File: config.mk
export PLATFORM = sky130hd
export DESIGN_NAME = riscv_muldiv_unit
export DESIGN_NICKNAME = d
export VERILOG_FILES = /design/src/rtl/riscv_muldiv_pkg.sv /design/src/rtl/riscv_div_step.sv /design/src/rtl/riscv_muldiv_unit.sv
export SDC_FILE = /design/constraint.sdc
export NUM_CORES = 1
export LEC_CHECK = 0
export ABC_AREA = 1
export CAP_MARGIN = 15
export CORE_AREA = 4 4 346 280
export DETAILED_ROUTE_END_ITERATION = 8
export DIE_AREA = 0 0 350 284
export SLEW_MARGIN = 5
export SYNTH_ARGS = -nofsm -noshare
export SYNTH_HDL_FRONTEND = slang
export SYNTH_HIERARCHICAL = 1
export SYNTH_SLANG_ARGS = --single-unit
File: constraint.sdc
create_clock -name clk -period 9.7 [get_ports clk]
set_clock_uncertainty 0.05 [all_clocks]
set_input_delay 1.94 -clock clk [delete_from_list [all_inputs] [get_ports clk]]
set_output_delay 1.94 -clock clk [all_outputs]
set_load 0.005 [all_outputs]
File: src/rtl/riscv_muldiv_pkg.sv
// riscv_muldiv_pkg
//   Shared definitions for the RV32M/RV64M multiply/divide unit:
//   M-extension funct3 codes, the FSM state encoding and the operand
//   magnitude helper used for signed multiply and divide.
package riscv_muldiv_pkg;

  // M-extension funct3 codes (funct7 = 0000001 is decoded upstream)
  localparam logic [2:0] F3_MUL    = 3'b000;
  localparam logic [2:0] F3_MULH   = 3'b001;
  localparam logic [2:0] F3_MULHSU = 3'b010;
  localparam logic [2:0] F3_MULHU  = 3'b011;
  localparam logic [2:0] F3_DIV    = 3'b100;
  localparam logic [2:0] F3_DIVU   = 3'b101;
  localparam logic [2:0] F3_REM    = 3'b110;
  localparam logic [2:0] F3_REMU   = 3'b111;

  typedef enum logic [1:0] {
    ST_IDLE = 2'd0,
    ST_MUL  = 2'd1,
    ST_DIV  = 2'd2,
    ST_DONE = 2'd3
  } state_t;

  // Widest XLEN the magnitude helper supports; callers sign- or zero-extend
  // their operand to this width and keep the low XLEN bits of the result.
  localparam int MAX_XLEN = 128;

  // Two's-complement magnitude. The magnitude of the most negative XLEN
  // value is 1<<(XLEN-1), which still fits in XLEN unsigned bits.
  function automatic logic [MAX_XLEN-1:0] abs_val(input logic [MAX_XLEN-1:0] v);
    return v[MAX_XLEN-1] ? -v : v;
  endfunction

endpackage

File: src/rtl/riscv_div_step.sv
// riscv_div_step
//   One combinational restoring-divide iteration. The partial remainder is
//   shifted left taking in the next dividend bit (MSB of quo), the divisor
//   is trial-subtracted, and the new quotient bit is shifted into quo.
// Ports
//   rem       in   XLEN+1  current partial remainder
//   quo       in   XLEN    dividend bits still to consume / quotient so far
//   divisor   in   XLEN    divisor magnitude
//   rem_next  out  XLEN+1  partial remainder after this step
//   quo_next  out  XLEN    quotient after this step
module riscv_div_step #(
  parameter int XLEN = 32
) (
  input  logic [XLEN:0]   rem,
  input  logic [XLEN-1:0] quo,
  input  logic [XLEN-1:0] divisor,
  output logic [XLEN:0]   rem_next,
  output logic [XLEN-1:0] quo_next
);

  logic [XLEN+1:0] shifted;
  logic [XLEN+1:0] diff;

  assign shifted = {rem, quo[XLEN-1]};
  assign diff    = shifted - {2'b00, divisor};

  // Negative difference: restore (keep the shifted remainder), quotient bit 0
  assign rem_next = diff[XLEN+1] ? shifted[XLEN:0] : diff[XLEN:0];
  assign quo_next = {quo[XLEN-2:0], ~diff[XLEN+1]};

endmodule

File: src/rtl/riscv_muldiv_unit.sv
// riscv_muldiv_unit
//   Iterative RV32M/RV64M multiply/divide execute unit. Multiplies use a
//   shift-add over operand magnitudes (one multiplier bit per cycle, 2*XLEN
//   accumulator); divides use a restoring divider (one quotient bit per
//   cycle). Signs are applied when leaving the iterative state. Divide by
//   zero and signed overflow bypass the iteration and finish in one cycle.
//
//   Optional build macro MULDIV_FAST_MUL_EN: when defined, multiplies use a
//   single combinational product and complete in one cycle (ST_MUL unused).
//   Division is always iterative.
//
// Handshake: a request transfers on a rising edge with in_valid && in_ready
//   && !flush; a result transfers on a rising edge with out_valid &&
//   out_ready && !flush. result is held while out_valid && !out_ready.
//
// Ports
//   clk        in   1     rising-edge clock
//   rst        in   1     asynchronous active-high reset
//   in_valid   in   1     request valid
//   in_ready   out  1     unit idle, can accept a request
//   funct3     in   3     M-extension operation
//   op_a       in   XLEN  rs1 value
//   op_b       in   XLEN  rs2 value
//   flush      in   1     synchronous abort, highest priority
//   out_valid  out  1     result valid
//   out_ready  in   1     consumer takes result
//   result     out  XLEN  result
//   busy       out  1     iterating (MUL or DIV), for hazard stall
//   state_dbg  out  2     current FSM state encoding
module riscv_muldiv_unit
  import riscv_muldiv_pkg::*;
#(
  parameter int XLEN  = 32,
  parameter int CNT_W = $clog2(XLEN) + 1
) (
  input  logic            clk,
  input  logic            rst,
  input  logic            in_valid,
  output logic            in_ready,
  input  logic [2:0]      funct3,
  input  logic [XLEN-1:0] op_a,
  input  logic [XLEN-1:0] op_b,
  input  logic            flush,
  output logic            out_valid,
  input  logic            out_ready,
  output logic [XLEN-1:0] result,
  output logic            busy,
  output logic [1:0]      state_dbg
);

  localparam int PAD = MAX_XLEN - XLEN;
  localparam logic [XLEN-1:0] INT_MIN = {1'b1, {(XLEN-1){1'b0}}};

  state_t state, state_next;

  logic [2:0]        f3_q;
  logic [CNT_W-1:0]  cnt;
  logic [2*XLEN-1:0] acc;      // {partial sum, remaining multiplier bits}
  logic [XLEN-1:0]   mcand;
  logic              neg_q;    // product / quotient sign
  logic              rneg_q;   // remainder sign (dividend sign)
  logic [XLEN:0]     rem;
  logic [XLEN-1:0]   quo;
  logic [XLEN-1:0]   divisor;
  logic [XLEN-1:0]   result_q;

  // ---------------- request decode ----------------
  logic            a_sgn, b_sgn, a_neg, b_neg;
  logic [XLEN-1:0] a_mag, b_mag;
  logic            div_zero, div_ovf, special, start_done;
  logic [XLEN-1:0] special_res;

  assign a_sgn = (funct3 == F3_MULH) || (funct3 == F3_MULHSU) ||
                 (funct3 == F3_DIV)  || (funct3 == F3_REM);
  assign b_sgn = (funct3 == F3_MULH) || (funct3 == F3_DIV) || (funct3 == F3_REM);
  assign a_neg = a_sgn & op_a[XLEN-1];
  assign b_neg = b_sgn & op_b[XLEN-1];
  assign a_mag = XLEN'(abs_val({{PAD{a_neg}}, op_a}));
  assign b_mag = XLEN'(abs_val({{PAD{b_neg}}, op_b}));

  assign div_zero = (op_b == '0);
  // Only signed ops (DIV, REM: funct3[0]=0) can overflow
  assign div_ovf  = !funct3[0] && (op_a == INT_MIN) && (op_b == '1);
  assign special  = funct3[2] && (div_zero || div_ovf);

  // funct3[1] selects remainder over quotient
  always_comb begin
    special_res = '0;
    if (div_zero) special_res = funct3[1] ? op_a : '1;
    else          special_res = funct3[1] ? '0 : op_a;
  end

`ifdef MULDIV_FAST_MUL_EN
  logic [2*XLEN+1:0] fast_prod;
  logic [XLEN-1:0]   fast_res;
  assign fast_prod = $signed({{(XLEN+2){a_neg}}, op_a}) *
                     $signed({{(XLEN+2){b_neg}}, op_b});
  assign fast_res  = (funct3 == F3_MUL) ? fast_prod[XLEN-1:0]
                                        : fast_prod[2*XLEN-1:XLEN];
  assign start_done = special || !funct3[2];
`else
  assign start_done = special;
`endif

  // ---------------- iteration datapath ----------------
  logic [XLEN:0]     mul_sum;
  logic [2*XLEN-1:0] acc_next, mul_prod;
  logic [XLEN-1:0]   mul_res;
  logic [XLEN:0]     rem_next;
  logic [XLEN-1:0]   quo_next, q_fin, r_fin, div_res;
  logic              last;

  assign mul_sum  = {1'b0, acc[2*XLEN-1:XLEN]} + (acc[0] ? {1'b0, mcand} : '0);
  assign acc_next = {mul_sum, acc[XLEN-1:1]};
  assign mul_prod = neg_q ? -acc_next : acc_next;
  assign mul_res  = (f3_q == F3_MUL) ? mul_prod[XLEN-1:0] : mul_prod[2*XLEN-1:XLEN];

  riscv_div_step #(.XLEN(XLEN)) u_div_step (
    .rem      (rem),
    .quo      (quo),
    .divisor  (divisor),
    .rem_next (rem_next),
    .quo_next (quo_next)
  );

  assign q_fin   = neg_q  ? -quo_next : quo_next;
  assign r_fin   = rneg_q ? -rem_next[XLEN-1:0] : rem_next[XLEN-1:0];
  assign div_res = f3_q[1] ? r_fin : q_fin;

  // The exit sign is applied on the edge of the final iteration
  assign last = (cnt == CNT_W'(XLEN - 1));

  // ---------------- FSM: state register ----------------
  always_ff @(posedge clk or posedge rst) begin
    if (rst) state <= ST_IDLE;
    else     state <= state_next;
  end

  // ---------------- FSM: next state ----------------
  always_comb begin
    state_next = state;
    unique case (state)
      ST_IDLE: if (in_valid) state_next = start_done ? ST_DONE
                                        : (funct3[2] ? ST_DIV : ST_MUL);
      ST_MUL:  if (last) state_next = ST_DONE;
      ST_DIV:  if (last) state_next = ST_DONE;
      ST_DONE: if (out_ready) state_next = ST_IDLE;
    endcase
    if (flush) state_next = ST_IDLE;
  end

  // ---------------- FSM: outputs ----------------
  always_comb begin
    in_ready  = (state == ST_IDLE);
    out_valid = (state == ST_DONE);
    busy      = (state == ST_MUL) || (state == ST_DIV);
    state_dbg = state;
  end

  assign result = result_q;

  // ---------------- datapath registers ----------------
  always_ff @(posedge clk or posedge rst) begin
    if (rst) begin
      f3_q     <= '0;
      cnt      <= '0;
      acc      <= '0;
      mcand    <= '0;
      neg_q    <= 1'b0;
      rneg_q   <= 1'b0;
      rem      <= '0;
      quo      <= '0;
      divisor  <= '0;
      result_q <= '0;
    end else if (flush) begin
      cnt <= '0;
    end else begin
      unique case (state)
        ST_IDLE: if (in_valid) begin
          // Both datapaths are loaded; only the selected one iterates
          f3_q    <= funct3;
          cnt     <= '0;
          acc     <= {{XLEN{1'b0}}, b_mag};
          mcand   <= a_mag;
          neg_q   <= a_neg ^ b_neg;
          rneg_q  <= a_neg;
          rem     <= '0;
          quo     <= a_mag;
          divisor <= b_mag;
          if (special) result_q <= special_res;
`ifdef MULDIV_FAST_MUL_EN
          else if (!funct3[2]) result_q <= fast_res;
`endif
        end
        ST_MUL: begin
          acc <= acc_next;
          cnt <= cnt + CNT_W'(1);
          if (last) result_q <= mul_res;
        end
        ST_DIV: begin
          rem <= rem_next;
          quo <= quo_next;
          cnt <= cnt + CNT_W'(1);
          if (last) result_q <= div_res;
        end
        ST_DONE: ;
      endcase
    end
  end

endmodule

==> results of run 1 <==
## sequential cells by signal, indices dropped and copies added, names as in the netlist, 2 cells and up
| name | count |
|---|---|
| quo | 32 |
| state_dbg | 2 |
| rem | 33 |
| acc | 64 |
| result | 32 |
| f3_q | 3 |
| cnt | 6 |
| mcand | 32 |
| divisor | 32 |
## power by group through the flow
stage	clock network (mW)	logic [mW]	registers [mW]
after global placement	0	6.39	1.88
after global routing	1.21	7.33	1.94
after CTS	1.18	6.47	1.87
final	1.16	6.65	1.88
after detailed placement	0	6.44	1.88
after floorplan	0	4.67	1.64
## how the worst min path moves through the flow
stage                                  startpoint                 endpoint  slack [ns]
after global placement     divisor[2]$_DFFE_PP0P_   divisor[2]$_DFFE_PP0P_        0.41
after CTS                  result[17]$_DFFE_PP0P_   result[17]$_DFFE_PP0P_        0.43
after floorplan           divisor[16]$_DFFE_PP0P_  divisor[16]$_DFFE_PP0P_        0.40
after detailed placement   result[17]$_DFFE_PP0P_   result[17]$_DFFE_PP0P_        0.41
after global routing       divisor[6]$_DFFE_PP0P_   divisor[6]$_DFFE_PP0P_        0.45
final                      result[17]$_DFFE_PP0P_   result[17]$_DFFE_PP0P_        0.43
## routing by layer
| metal | part of all wire | GRT usage | up-vias |
|---|---|---|---|
| met5 | 0.00045 | 0.00729 | - |
| met4 | 0.017 | 0.0285 | 6 |
| met3 | 0.13 | 0.0629 | 95 |
| met2 | 0.39 | 0.258 | 1162 |
| met1 | 0.46 | 0.285 | 11800 |
| li1 | - | - | 12300 |
## cell type report
type,count,share of cell area
Multi-Input combinational cell,2893,0.543
Sequential cell,238,0.228
Inverter,595,0.0856
Tap cell,1224,0.0585
Timing Repair Buffer,130,0.0481
Clock buffer,36,0.0299
Clock inverter,17,0.00731
Antenna cell,1,0.0000956
## critical path, stage by stage
cell,delay (ns)
clkdlybuf4s50_1,0.58
inv_2,0.09
nand3_4,0.06
buf_4,0.68
inv_2,0.34
buf_4,0.37
nor2_4,0.38
buf_4,0.66
inv_1,0.27
o21ai_0,0.14
o21ai_0,0.11
## cell usage in the layout, fill, tap and decap left out, types with 4 or more instances in the layout
master	instances
clkinv_2	5
a22o_1	6
nand2_1	1306
clkinv_1	5
o31ai_1	9
o21ai_0	291
nand3_1	290
nand3b_1	8
xor2_1	71
o311ai_0	7
nand4_1	52
or2_2	10
inv_6	4
nor2_2	21
buf_4	21
nor2_4	7
clkbuf_1	4
nor3_2	13
and2_1	16
o21ai_1	32
o21a_1	5
clkbuf_16	29
nand2_2	27
ha_1	75
dfrtp_1	237
a21oi_1	208
clkdlybuf4s50_1	108
nand3_2	13
nand2_4	4
inv_1	558
o211ai_1	22
inv_2	31
xnor2_1	11
a31oi_1	14
nor2_1	262
nor4_1	12
nor3_1	60
## cells by family (layout without fill, tap and decap cells)
| family | count (synthesis) | in the layout |
|---|---|---|
| AO/OA/AOI/OAI | 610 | 610 |
| AND/OR/NAND/NOR | 2122 | 2122 |
| flip-flops | 238 | 238 |
| other | 0 | 1 |
| buffers and inverters | 758 | 778 |
| XOR/XNOR | 82 | 82 |
| adder cells (fa/ha/maj) | 79 | 79 |
==> flow_summary.toml, run 1 <==
[yosys]
synth_seq_cells = 238
yosys.area.top_type = "dfrtp_1"
synth_mux_area_frac = 0
synth_compound_area_frac = 0.141
synth_area_um2 = 23200
ys.flop_type = "dfrtp_1"
synth_cells = 3889
ys_warn_count = 6
syn_area_per_cell_um2 = 5.96
synth_top_family_by_area = "simple AND/OR/NAND/NOR gates"
synth.most_common_cell = "nand2_1"
synth-adder-area-share = 0.0433
async_flop_share = 1.00
synth-simple-area-share = 0.396
synth_edf_count = 0
synth-xor-area-share = 0.0310
synthTopCellsByArea = "dfrtp_1 (26%), nand2_1 (21%), inv_1 (9.1%)"
yosysTopAreaCellShare = 0.257
ys_types = 54
syn-num-nets = 4040
ys_seq_area_frac = 0.257
ys_top_cells_by_count = "nand2_1 (1306), inv_1 (559), nand3_1 (292)"

[finish]
drive_gt1_frac = 0.0560
multi_input_area_um2 = 14200
final_nets = 4038
layoutNonFillerInstCount = 5134
final_util = 0.282
nFillCells = 10400
syn2layout_area_growth_pct = 13.0
fin_area_um2 = 26200
seq_area_um2 = 5960

[worst_setup_path]
crit_fanout = 81
criticalPathCategory = "in -> reg"
worstReg2RegEnd = "result[24]$_DFFE_PP0P_"
crit_path_start_kind = "input pin"
crit_path_start = "flush"
cp.arrival_ns = 5.75
crit_required_ns = 10.13
worstSetupEndpoint = "quo[28]$_DFFE_PP0P_"
end_kind = "flop"
rr_worst_depth = 33
r2r_start = "divisor[7]$_DFFE_PP0P_"
r2r_slack_ns = 4.41

[timing]
worstMarginPinSlew_ns = 1.12
maxSlewViolCount = 0
slew_headroom = 0.248
hold_viol = 0
fin_ws_ns = 4.38
fin_crit_sh = 0.549
rsz0062_at_grt = "false"
post-route-min-period_ns = 5.32
setup_viol = 0
fin_tns_setup_ns = 0
max_freq_ghz = 0.188
whs_ns = 0.430

[floorplanning]
initial_utilization = 0.249
fp.coreArea_um2 = 93000
die_x_um = 350
rows = 100
die_area_um2 = 99400
dieHeight_um = 284
ioPinCount = 109

[cts]
post_cts_resized = 0
cts_buffers = 29
cts_setup_buffers = 0
clock-sinks = 238
htreeDepth = 1
cts-root-buf = "clkbuf_16"
clockBufferDepth = 3
clkTransAtPathRegs_ns = 0.07
clk_latency_ns = 0.59
cts_hold_buf = 0
cts_tree = "yes"

[pwr]
seq_power_share = 0.194
intPower_mw = 3.99
p_leak_nw = 13.5
comb_power_share = 0.686
p_sw_mw = 5.70
switching_share = 0.588
peakVddDrop_v = 0.000171
p_total_mw = 9.69
p_per_area_nw_per_um2 = 370
power.clock.fraction = 0.120

[outcome]
status = "complete, no violations"

[drt]
dr.pass1.iters = 7
vias = 25400
wl_per_cell_um = 18.9
routed_wl_um = 96900
antenna_left = 0
drt-initial-drc-count = 3218
avgViaCountPerCell = 4.95
drc = 0

[placement]
dp_slack_ns = 3.83
place.gp.congestion = 0.993
placed_cell_area_um2 = 25200
dpl.cell_count = 5080
dp.final_hpwl_um = 77100
numPortBuffers = 108

[worst_hold_path]
hold_path_class = "reg -> reg"
hold-path-cell-count = 2

[global_route]
overflow = 0
track_usage = 0.188
grt_pass1_wl_um = 143000
grt_pass1_vias = 22500
grt_max_degree = 126
antenna_found_initial = 5

[run]
maxCapViolCount = 0
Power figures use the tool's default switching activity.
==> run 2: changes to the inputs <==
clock period = 4.6 ns   (was 9.7 ns; I/O delays follow)
==> run 2 against run 1 <==
Sequential power increased by 110%. Combinational power increased by 130%. Register-to-register slack got worse by 4.2 ns. Total power increased by 120%. Sequential share of layout area decreased by 0.72 points. Critical path depth increased by 15. First-iteration DRC count decreased by 3.0%. Count of clock-buffer cells in the layout increased by 2. Final cell count increased by 1.4%. Final area increased by 3.3%. Sequential cell count unchanged. Largest cell class unchanged. Largest power group unchanged. Highest routed layer unchanged.
==> flow_summary.toml, run 2 (synthesis results as in run 1) <==
[outcome]
status = "complete, no violations"

[pwr]
p_sw_mw = 12.3
intPower_mw = 9.16
p_total_mw = 21.5
p_leak_nw = 13.9
comb_power_share = 0.698
peakVddDrop_v = 0.000629
p_per_area_nw_per_um2 = 794
switching_share = 0.574
seq_power_share = 0.183
power.clock.fraction = 0.119

[worst_setup_path]
end_kind = "flop"
worstReg2RegEnd = "result[28]$_DFFE_PP0P_"
slowest_stage = "dfrtp_1"
rr_worst_depth = 26
cp.arrival_ns = 4.81
r2r_start = "rem[19]$_DFFE_PP0P_"
crit_required_ns = 5.03
crit_path_start_kind = "flop"
cpPeakStageDelay_ns = 0.42
criticalPathCategory = "reg -> reg"
crit_path_start = "rem[19]$_DFFE_PP0P_"
crit_fanout = 17
worstSetupEndpoint = "result[28]$_DFFE_PP0P_"
crit_top_cell = "nand2_1"
r2r_slack_ns = 0.22

[global_route]
grt_pass1_vias = 23200
antenna_found_initial = 2
grt_max_degree = 84
overflow = 0
grt_pass1_wl_um = 147000
track_usage = 0.192

[cts]
clk_latency_ns = 0.59
cts-root-buf = "clkbuf_16"
clock-sinks = 238
cts_hold_buf = 0
clockBufferDepth = 3
cts_tree = "yes"
cts_buffers = 30
clkTransAtPathRegs_ns = 0.07
htreeDepth = 1

[timing]
slew_headroom = 0.293
worstMarginPinSlew_ns = 1.05
setup_viol = 0
fin_tns_setup_ns = 0
whs_ns = 0.430
fin_crit_sh = 0.951
max_freq_ghz = 0.228
post-route-min-period_ns = 4.38
maxSlewViolCount = 0
hold_viol = 0

[floorplanning]
die_area_um2 = 99400
rows = 100
die_x_um = 350
dieHeight_um = 284
fp.coreArea_um2 = 93000
initial_utilization = 0.249
ioPinCount = 109

[finish]
final_common_cell = "nand2_1"
syn2layout_area_growth_pct = 16.7
seq_area_um2 = 5960
final_nets = 4108
layout_common_cells = "nand2_1 (1305), inv_1 (555), o21ai_0 (291), nand3_1 (286), nor2_1 (259)"
drive_gt1_frac = 0.0802
top_register = "acc"
antenna_cells = 0
largest_reg_flops = 64
final_util = 0.291
reg.largest.list = "acc: 64 flops, rem: 33 flops"
nFillCells = 10300
multi_input_area_um2 = 14500

[drt]
drc = 0
routed_wl_um = 99500
drt-initial-drc-count = 3123
antenna_left = 0
avgViaCountPerCell = 4.94
wl_per_cell_um = 19.1
dr.pass1.iters = 6
vias = 25700

[placement]
dp.final_hpwl_um = 79900
numPortBuffers = 108
place.gp.congestion = 1.00

[run]
maxCapViolCount = 0

[worst_hold_path]
hold_path_class = "reg -> reg"
-- run 2: layout make-up --
type,count,area share
multi-input cells,2895,0.534
inverters,595,0.0827
clock buffers,38,0.0315
clock inverters,17,0.00735
repair buffers,197,0.0670
well taps,1224,0.0566
flip-flops and latches,238,0.220
-- run 2: timing repair --
action	CTS	global route
gates resized for setup	0	42
setup endpoints to repair	0	17
buffers inserted	0	4
-- run 2: metal layers --
metal | GRT usage | vias to the layer above | wire length [µm]
met5 | 0 | - | 13
met2 | 0.277 | 1182 | 40200
met3 | 0.0464 | 96 | 10500
met1 | 0.294 | 11900 | 47300
li1 | - | 12500 | -
met4 | 0.0250 | 2 | 1560
-- run 2: worst min path at each step --
stage / start / endpoint / slack [ns] / depth (start not counted)
final: result[15]$_DFFE_PP0P_ / result[15]$_DFFE_PP0P_ / 0.43 / 2
after global routing: mcand[5]$_DFFE_PP0P_ / mcand[5]$_DFFE_PP0P_ / 0.45 / 2
after CTS: result[15]$_DFFE_PP0P_ / result[15]$_DFFE_PP0P_ / 0.43 / 2
after detailed placement: result[15]$_DFFE_PP0P_ / result[15]$_DFFE_PP0P_ / 0.41 / 2
after global placement: quo[13]$_DFFE_PP0P_ / quo[13]$_DFFE_PP0P_ / 0.41 / 2
after floorplan: divisor[16]$_DFFE_PP0P_ / divisor[16]$_DFFE_PP0P_ / 0.40 / 2
-- run 2: power groups by stage --
stage                     registers [mW]  clock network, mW  logic (mW)
after global routing                4.03               2.67        16.5
after detailed placement            3.91                  0        14.2
after global placement              3.90                  0        14.2
after CTS                           3.89               2.60        14.3
final                               3.93               2.56        15.0
after floorplan                     3.45                  0        9.84
-- run 2: through the flow --
step / area (µm²) / worst slack (ns) / std cells
after floorplan: 23200 / 0.510 / 3889
after global placement: 25700 / 0.187 / 5143
after detailed placement: 25700 / 0.186 / 5143
after CTS: 26800 / 0.159 / 5198
after global routing: 27000 / -0.000216 / 5204
final: 27000 / 0.224 / 5204
-- run 2: critical path: cells and delay by family (launching register included) --
family,cells,cell delay [ns]
compound gates,2,0.17
flops,1,0.42
xor+xnor,1,0.17
simple gates,18,2.57
buf+inv,4,0.51
fa+ha+maj,1,0.38
